$ cat config.mk
export PLATFORM = sky130hd
export DESIGN_NAME = residu
export DESIGN_NICKNAME = d
export VERILOG_FILES = /design/src/rtl/residu.sv
export SDC_FILE = /design/constraint.sdc
export NUM_CORES = 1
export LEC_CHECK = 0
export BUFFER_PORTS_ARGS = -buffer_cell sky130_fd_sc_hd__buf_2
export CORE_UTILIZATION = 45
export CTS_BUF_LIST = sky130_fd_sc_hd__clkbuf_4 sky130_fd_sc_hd__clkbuf_8 sky130_fd_sc_hd__clkbuf_16
export DETAILED_ROUTE_END_ITERATION = 6
export PLACE_DENSITY = 0.71
export SETUP_SLACK_MARGIN = 0.2
export SLEW_MARGIN = 10
export SYNTH_ARGS = -nofsm -noshare
export SYNTH_HDL_FRONTEND = slang
export SYNTH_SLANG_ARGS = --single-unit
export TNS_END_PERCENT = 20
$ cat constraint.sdc
create_clock -name clk -period 3.92 [get_ports clk]
set_input_delay 0.588 -clock clk [delete_from_list [all_inputs] [get_ports clk]]
set_output_delay 0.588 -clock clk [all_outputs]
set_load 0.05 [all_outputs]
$ cat src/rtl/residu.sv
// ---------------------------------------------------------------------------
// residu -- LPC residual filter for one subframe (G.729 fixed point)
//
// Computes, for i = 0..L-1:
//     y[i] = round(L_shl(sum_{j=0..M} a[j]*x[i-j], 3))
// Coefficients, input samples (with M samples of history) and outputs share
// one external word memory. Multiply-accumulate is done by an external
// saturating L_mac (C + 2*A*B), so each tap costs three cycles:
// fetch a[j], fetch x[i-j], accumulate. Each sample then adds one cycle to
// scale/round and one cycle to write.
//
// Ports
//   clk           sole clock, rising edge
//   reset         asynchronous, active-low reset
//   start         level request, only looked at in IDLE
//   memIn         read data; [15:0] signed word, valid the cycle after the
//                 address is presented; [31:16] ignored
//   memReadAddr   read address (registered)
//   memWriteEn    write strobe, high only in WRITE
//   memWriteAddr  write address (registered)
//   memOut        write data, sign-extended y[i] (registered)
//   done          one-cycle completion pulse
//   L_macOutA     coefficient operand a[j]
//   L_macOutB     sample operand x[i-j]
//   L_macOutC     accumulator operand (0 on the first tap of a sample)
//   L_macIn       combinational saturating L_mac result
//
// State   | meaning
// --------+-----------------------------------------------------------
// IDLE    | waiting for start
// RD_A    | address of a[j] on the read bus
// RD_X    | a[j] returned and captured; address of x[i-j] on the bus
// MAC     | x[i-j] returned; L_mac operands valid, acc updated at edge
// SCALE   | shift-left-3 and round acc, load write address/data
// WRITE   | one-cycle memory write of y[i]
// DONE    | one-cycle done pulse
// ---------------------------------------------------------------------------
module residu #(
    parameter int          M      = 10,
    parameter int          L      = 40,
    parameter logic [10:0] A_ADDR = 11'd0,
    parameter logic [10:0] X_ADDR = 11'd64,
    parameter logic [10:0] Y_ADDR = 11'd128
) (
    input  logic        clk,
    input  logic        reset,
    input  logic        start,
    input  logic [31:0] memIn,
    output logic [10:0] memReadAddr,
    output logic        memWriteEn,
    output logic [10:0] memWriteAddr,
    output logic [31:0] memOut,
    output logic        done,
    output logic [15:0] L_macOutA,
    output logic [15:0] L_macOutB,
    output logic [31:0] L_macOutC,
    input  logic [31:0] L_macIn
);

    localparam logic [2:0] IDLE  = 3'd0;
    localparam logic [2:0] RD_A  = 3'd1;
    localparam logic [2:0] RD_X  = 3'd2;
    localparam logic [2:0] MAC   = 3'd3;
    localparam logic [2:0] SCALE = 3'd4;
    localparam logic [2:0] WRITE = 3'd5;
    localparam logic [2:0] DONE  = 3'd6;

    localparam logic [10:0] J_LAST = 11'(M);
    localparam logic [10:0] I_LAST = 11'(L - 1);

    logic [2:0]  state;
    logic [10:0] iIdx;
    logic [10:0] jIdx;
    logic [31:0] acc;
    logic [15:0] aReg;

    logic [31:0] shifted;
    logic [32:0] roundSum;
    logic [31:0] rounded;
    logic [15:0] yWord;

    // Only the low half of a memory word carries data.
    logic memInUnused;
    assign memInUnused = ^memIn[31:16];

    // L_shl(acc, 3) saturates unless the top four bits all match the sign.
    always_comb begin
        shifted = {acc[28:0], 3'b000};
        if (acc[31:28] != {4{acc[31]}}) begin
            shifted = acc[31] ? 32'h8000_0000 : 32'h7FFF_FFFF;
        end
    end

    // Rounding adds a positive constant, so only positive overflow is possible.
    always_comb begin
        roundSum = {shifted[31], shifted} + 33'h0_0000_8000;
        rounded  = roundSum[31:0];
        if (roundSum[32] != roundSum[31]) begin
            rounded = 32'h7FFF_FFFF;
        end
        yWord = rounded[31:16];
    end

    always_ff @(posedge clk or negedge reset) begin
        if (!reset) begin
            state        <= IDLE;
            iIdx         <= '0;
            jIdx         <= '0;
            acc          <= '0;
            aReg         <= '0;
            memReadAddr  <= '0;
            memWriteAddr <= '0;
            memOut       <= '0;
        end else begin
            case (state)
                IDLE: begin
                    if (start) begin
                        state       <= RD_A;
                        iIdx        <= '0;
                        jIdx        <= '0;
                        acc         <= '0;
                        memReadAddr <= A_ADDR;
                    end
                end
                RD_A: begin
                    state       <= RD_X;
                    // History samples sit just below X_ADDR; the 11-bit wrap
                    // of X_ADDR + i - j reaches them naturally.
                    memReadAddr <= X_ADDR + iIdx - jIdx;
                end
                RD_X: begin
                    aReg  <= memIn[15:0];
                    state <= MAC;
                end
                MAC: begin
                    acc <= L_macIn;
                    if (jIdx < J_LAST) begin
                        jIdx        <= jIdx + 11'd1;
                        memReadAddr <= A_ADDR + jIdx + 11'd1;
                        state       <= RD_A;
                    end else begin
                        state <= SCALE;
                    end
                end
                SCALE: begin
                    memOut       <= {{16{yWord[15]}}, yWord};
                    memWriteAddr <= Y_ADDR + iIdx;
                    state        <= WRITE;
                end
                WRITE: begin
                    if (iIdx < I_LAST) begin
                        iIdx        <= iIdx + 11'd1;
                        jIdx        <= '0;
                        acc         <= '0;
                        memReadAddr <= A_ADDR;
                        state       <= RD_A;
                    end else begin
                        state <= DONE;
                    end
                end
                DONE: begin
                    state <= IDLE;
                end
                default: begin
                    state <= IDLE;
                end
            endcase
        end
    end

    assign memWriteEn = (state == WRITE);
    assign done       = (state == DONE);

    // The sample arrives on memIn in the same cycle it must be multiplied,
    // so operand B passes straight through while in MAC; all operands are
    // forced to zero elsewhere so the L_mac sees quiet inputs.
    always_comb begin
        L_macOutA = '0;
        L_macOutB = '0;
        L_macOutC = '0;
        if (state == MAC) begin
            L_macOutA = aReg;
            L_macOutB = memIn[15:0];
            L_macOutC = (jIdx == 11'd0) ? 32'h0 : acc;
        end
    end

endmodule

==> impl_results.md <==
* Status: finished, final reports clean
* Sum of negative setup slack at 0 ns
* Number of setup violations in the final report at 0
* Vias post-DR at roughly 5000
* FP Rows at 42
* DIE AREA at 0.0143 sq mm
* Number of search-and-repair iterations in the first detailed-routing pass at 5
* PortBufs at between 150 and 200
* Final global-route overflow total at 0
* Fin Clk Skew at 0.00739 ns
* Final instance area at between 0.007 and 0.008 sq mm
* Leading cell types by total area after synthesis: sky130_fd_sc_hd__dfrtp_1 (45%), sky130_fd_sc_hd__a22o_1 (5.5%), sky130_fd_sc_hd__ha_1 (5.4%)
* Cells on worst reg2reg path at 14
* Switching Power at about 0.0029 W
* Setup slack at placement at about 0.22 ns
* Worst min path class: in2async
* Number of buffers added by the clock tree synthesis step at 9
* Post-synth ARST share at 100%
* Number of remaining DRC errors at 0
* Post-CTS Setup Inserts at 0
* Number of global-route vias before repair at roughly 5000
* Clock root buffer: sky130_fd_sc_hd__clkbuf_16
* Fraction of layout cells with a size suffix above 1 at a little over 30%
* Initial core utilization at 46.5%
* Drt total wl at about 14 mm
* Share of the cycle needed by the critical path after routing at between 80% and 90%
* Area of the mapped netlist at 0.00620 sq mm
* Routability Congestion at 0.900
* Leakage power total at slightly below 4 nW
* Final worst setup slack at approximately 0.53 ns
* Final count of hold timing violations at 0
* Reg power frac at between 30 and 40%
* Final slew viol count at 0
* Maximum single-stage delay on the critical path at between 0.8 and 0.9 ns
* Commonest cells in the synthesized netlist: sky130_fd_sc_hd__dfrtp_1 (111), sky130_fd_sc_hd__nand2_1 (58), sky130_fd_sc_hd__nor2_1 (53)
* Critical path arrival at between 2 and 3 ns
* Unrepaired setup endpoints after global routing: no
* Net Sw Frac at 48.8%
* Avg Inst Size Synth at 9.84 sq um
* Number of design-rule violations left by the first detailed-router iteration at roughly 260
* Flop2flop setup slack at approximately 0.55 ns
* Final HPWL from detailed placement at 10.2 mm
* Launching point of the worst reg2reg path: acc[30]
* Maximum buffer depth of the clock tree at 2
* Post-synth top area share at 44.8%
* Clock transition at path regs at 0.07 ns
* Vias per std cell at 5.37
* Post-detailed-route wirelength per cell at between 10 and 15 microns
* Max H-tree Level at 3
* Top flip-flop cell by instance count after synthesis: sky130_fd_sc_hd__dfrtp_1
* Area leader, netlist: sky130_fd_sc_hd__dfrtp_1
* Worst reg2reg endpoint: memOut[3]
* IO Pins at 187
* Fraction of power consumed by combinational cells at between 50 and 60%
* Rel. slew slack at 20.1%
* Critical Setup Path Class: reg2out
* Ratio of total power to cell area at between 800 and 900 mW/mm^2
* Total routing resource utilization after global routing at between 20% and 30%
* Clock insertion delay at the later pin of the skew report at approximately 0.36 ns
* Worst-path fanout max at 32
* Cells along the critical path: inv_2, nor2_1, nand2_1, a41oi_2, and2_1, buf_2
* Data required time of the critical path at approximately 3.3 ns
* Number of maximum-capacitance violations at 0
* Worst ir drop on vdd at ~430 uV
* Largest net degree at the start of global routing at 76
* Most frequently used cell type in the post-synthesis netlist: sky130_fd_sc_hd__dfrtp_1
* Clock tree from TritonCTS: done
* Flop and latch count out of synthesis at 111
* Unique cell type count in the Yosys netlist at between 60 and 70
* Critical Path Source: state[0]
* P&R area growth vs syn at 19.7%
* Width of the die at about 120 microns
* Placeable Area at between 0.01 and 0.015 sq mm
* Type of element capturing the critical path: primary output
* Worst-margin pin slew at 1.19 ns
* Mapped Cells at 630
* Clock Power Share at between 10% and 20%
* Total inserted antenna cells at 0
* Number of enable flip-flop cells after synthesis at 0
* Slowest CP cell: sky130_fd_sc_hd__a41oi_2
* TritonCTS sink count at 111
* Cell-internal power at 0.00304 W
* Antenna violation net count after detailed routing at 0
* Wire length of the first global-routing pass at around 24 mm
* Antenna violations before repair at 0
* Highest achievable clock rate at just under 0.3 GHz
* Warning count from the yosys run at 0
* Fin nets at 866
* Kind of start point of the critical path: flip-flop
* Number of hold buffers added after cts at 0
* Share of synthesized area occupied by flip-flops and latches at 44.8%
* Final core utilization at roughly 56%
* Vertical die dimension at between 100 and 150 microns
* Dpl cell area at roughly 0.007 sq mm
* Tmin final at roughly 3.4 ns
* Number of nets produced by synthesis at around 730
## flip-flops by register name, indices dropped and copies added, names as in the netlist
name / count
iIdx: 11
memOut: 16
jIdx: 11
memReadAddr: 11
aReg: 16
state: 3
memWriteAddr: 11
acc: 32
## cells in the final DEF, fill, tap and decap left out, types with 3 or more instances in the layout
cell                        synthesis  final
sky130_fd_sc_hd__a22o_1            39     39
sky130_fd_sc_hd__nand4_1            8      8
sky130_fd_sc_hd__ha_1              27     27
sky130_fd_sc_hd__and2_1            34     35
sky130_fd_sc_hd__clkbuf_16          0      9
sky130_fd_sc_hd__buf_2              5    169
sky130_fd_sc_hd__o21ai_1            3      3
sky130_fd_sc_hd__xnor2_1           22     22
sky130_fd_sc_hd__mux2_2            16     16
sky130_fd_sc_hd__o22ai_1            3      3
sky130_fd_sc_hd__a31oi_1            6      6
sky130_fd_sc_hd__nor3_1             5      5
sky130_fd_sc_hd__nor2b_1            3      3
sky130_fd_sc_hd__dfrtp_1          111    111
sky130_fd_sc_hd__and3_1            38     38
sky130_fd_sc_hd__mux2_1             5      5
sky130_fd_sc_hd__a21oi_1           23     23
sky130_fd_sc_hd__buf_4             18     13
sky130_fd_sc_hd__xor2_1            12     12
sky130_fd_sc_hd__a21o_1             3      3
sky130_fd_sc_hd__nor4_2             2      3
sky130_fd_sc_hd__inv_1             23     23
sky130_fd_sc_hd__nand3_1            7      7
sky130_fd_sc_hd__o21ai_0           20     20
sky130_fd_sc_hd__nand2_1           58     57
sky130_fd_sc_hd__nor2_1            53     53
sky130_fd_sc_hd__a21boi_0           3      3
## layer usage
layer | wire (microns) | share of wire [%] | track usage [%]
met3 | 866 | 6.1 | 3.88
met5 | 0 | 0 | 0
met4 | 274 | 1.9 | 8.59
met2 | 6370 | 45 | 32.4
met1 | 6690 | 47 | 28.6
## cell type report
cell class                 instances  area (sq um)
clock inverter                     6          68.8
clock buffer                      10           239
fill                            1223          5930
inverter                          24          90.1
timing repair buffer             182           943
tap                              176           220
multi-input combinational        443          3080
sequential                       111          2780
## critical path, delay by kind of cell (launching register included)
kind	cells	cell delay [ns]
buffers and inverters	2	0.39
and+or+nand+nor	3	0.61
DFF	1	0.53
AOI/OAI and AO/OA	1	0.89
## what timing repair did
action / CTS / global route
setup endpoints to repair: 0 / 10
hold endpoints to repair: 0 / 0
gates resized for setup: 0 / 3
## how the worst max path moves through the flow
stage                         end  slack (ns)
global placement        memOut[3]        0.31
global route        L_macOutC[28]        0.21
finish              L_macOutC[29]        0.53
CTS                     memOut[3]        0.20
floorplan               memOut[3]        0.35
detailed placement      memOut[3]        0.22
## power groups by stage
stage                     clock network [W]  logic (W)  registers [W]
after floorplan                           0    0.00210        0.00217
after global placement                    0    0.00313        0.00180
after detailed placement                  0    0.00319        0.00181
after CTS                          0.000960    0.00319        0.00180
after global routing                0.00101    0.00344        0.00185
final                              0.000940    0.00320        0.00180
## per-stage QoR
step                      power [W]  hold WS (ns)  std cells
after floorplan             0.00427         0.292        630
after global placement      0.00493         0.455        936
after detailed placement    0.00500         0.460        936
after CTS                   0.00595         0.402        952
after global routing        0.00630         0.452        952
final                       0.00594         0.372        952
## kinds of logic (layout without fill, tap and decap cells)
kind of cell | Yosys count | in the layout | share of synthesized area [%]
AOI/OAI and AO/OA | 131 | 131 | 15.6
buffers and inverters | 76 | 222 | 5.79
muxes | 25 | 25 | 4.62
and+or+nand+nor | 225 | 225 | 18.6
adders and majority gates | 28 | 28 | 5.77
DFF | 111 | 111 | 44.8
xor gates and xnor gates | 34 | 34 | 4.80
Note: power is estimated with default switching activity, not from simulation.
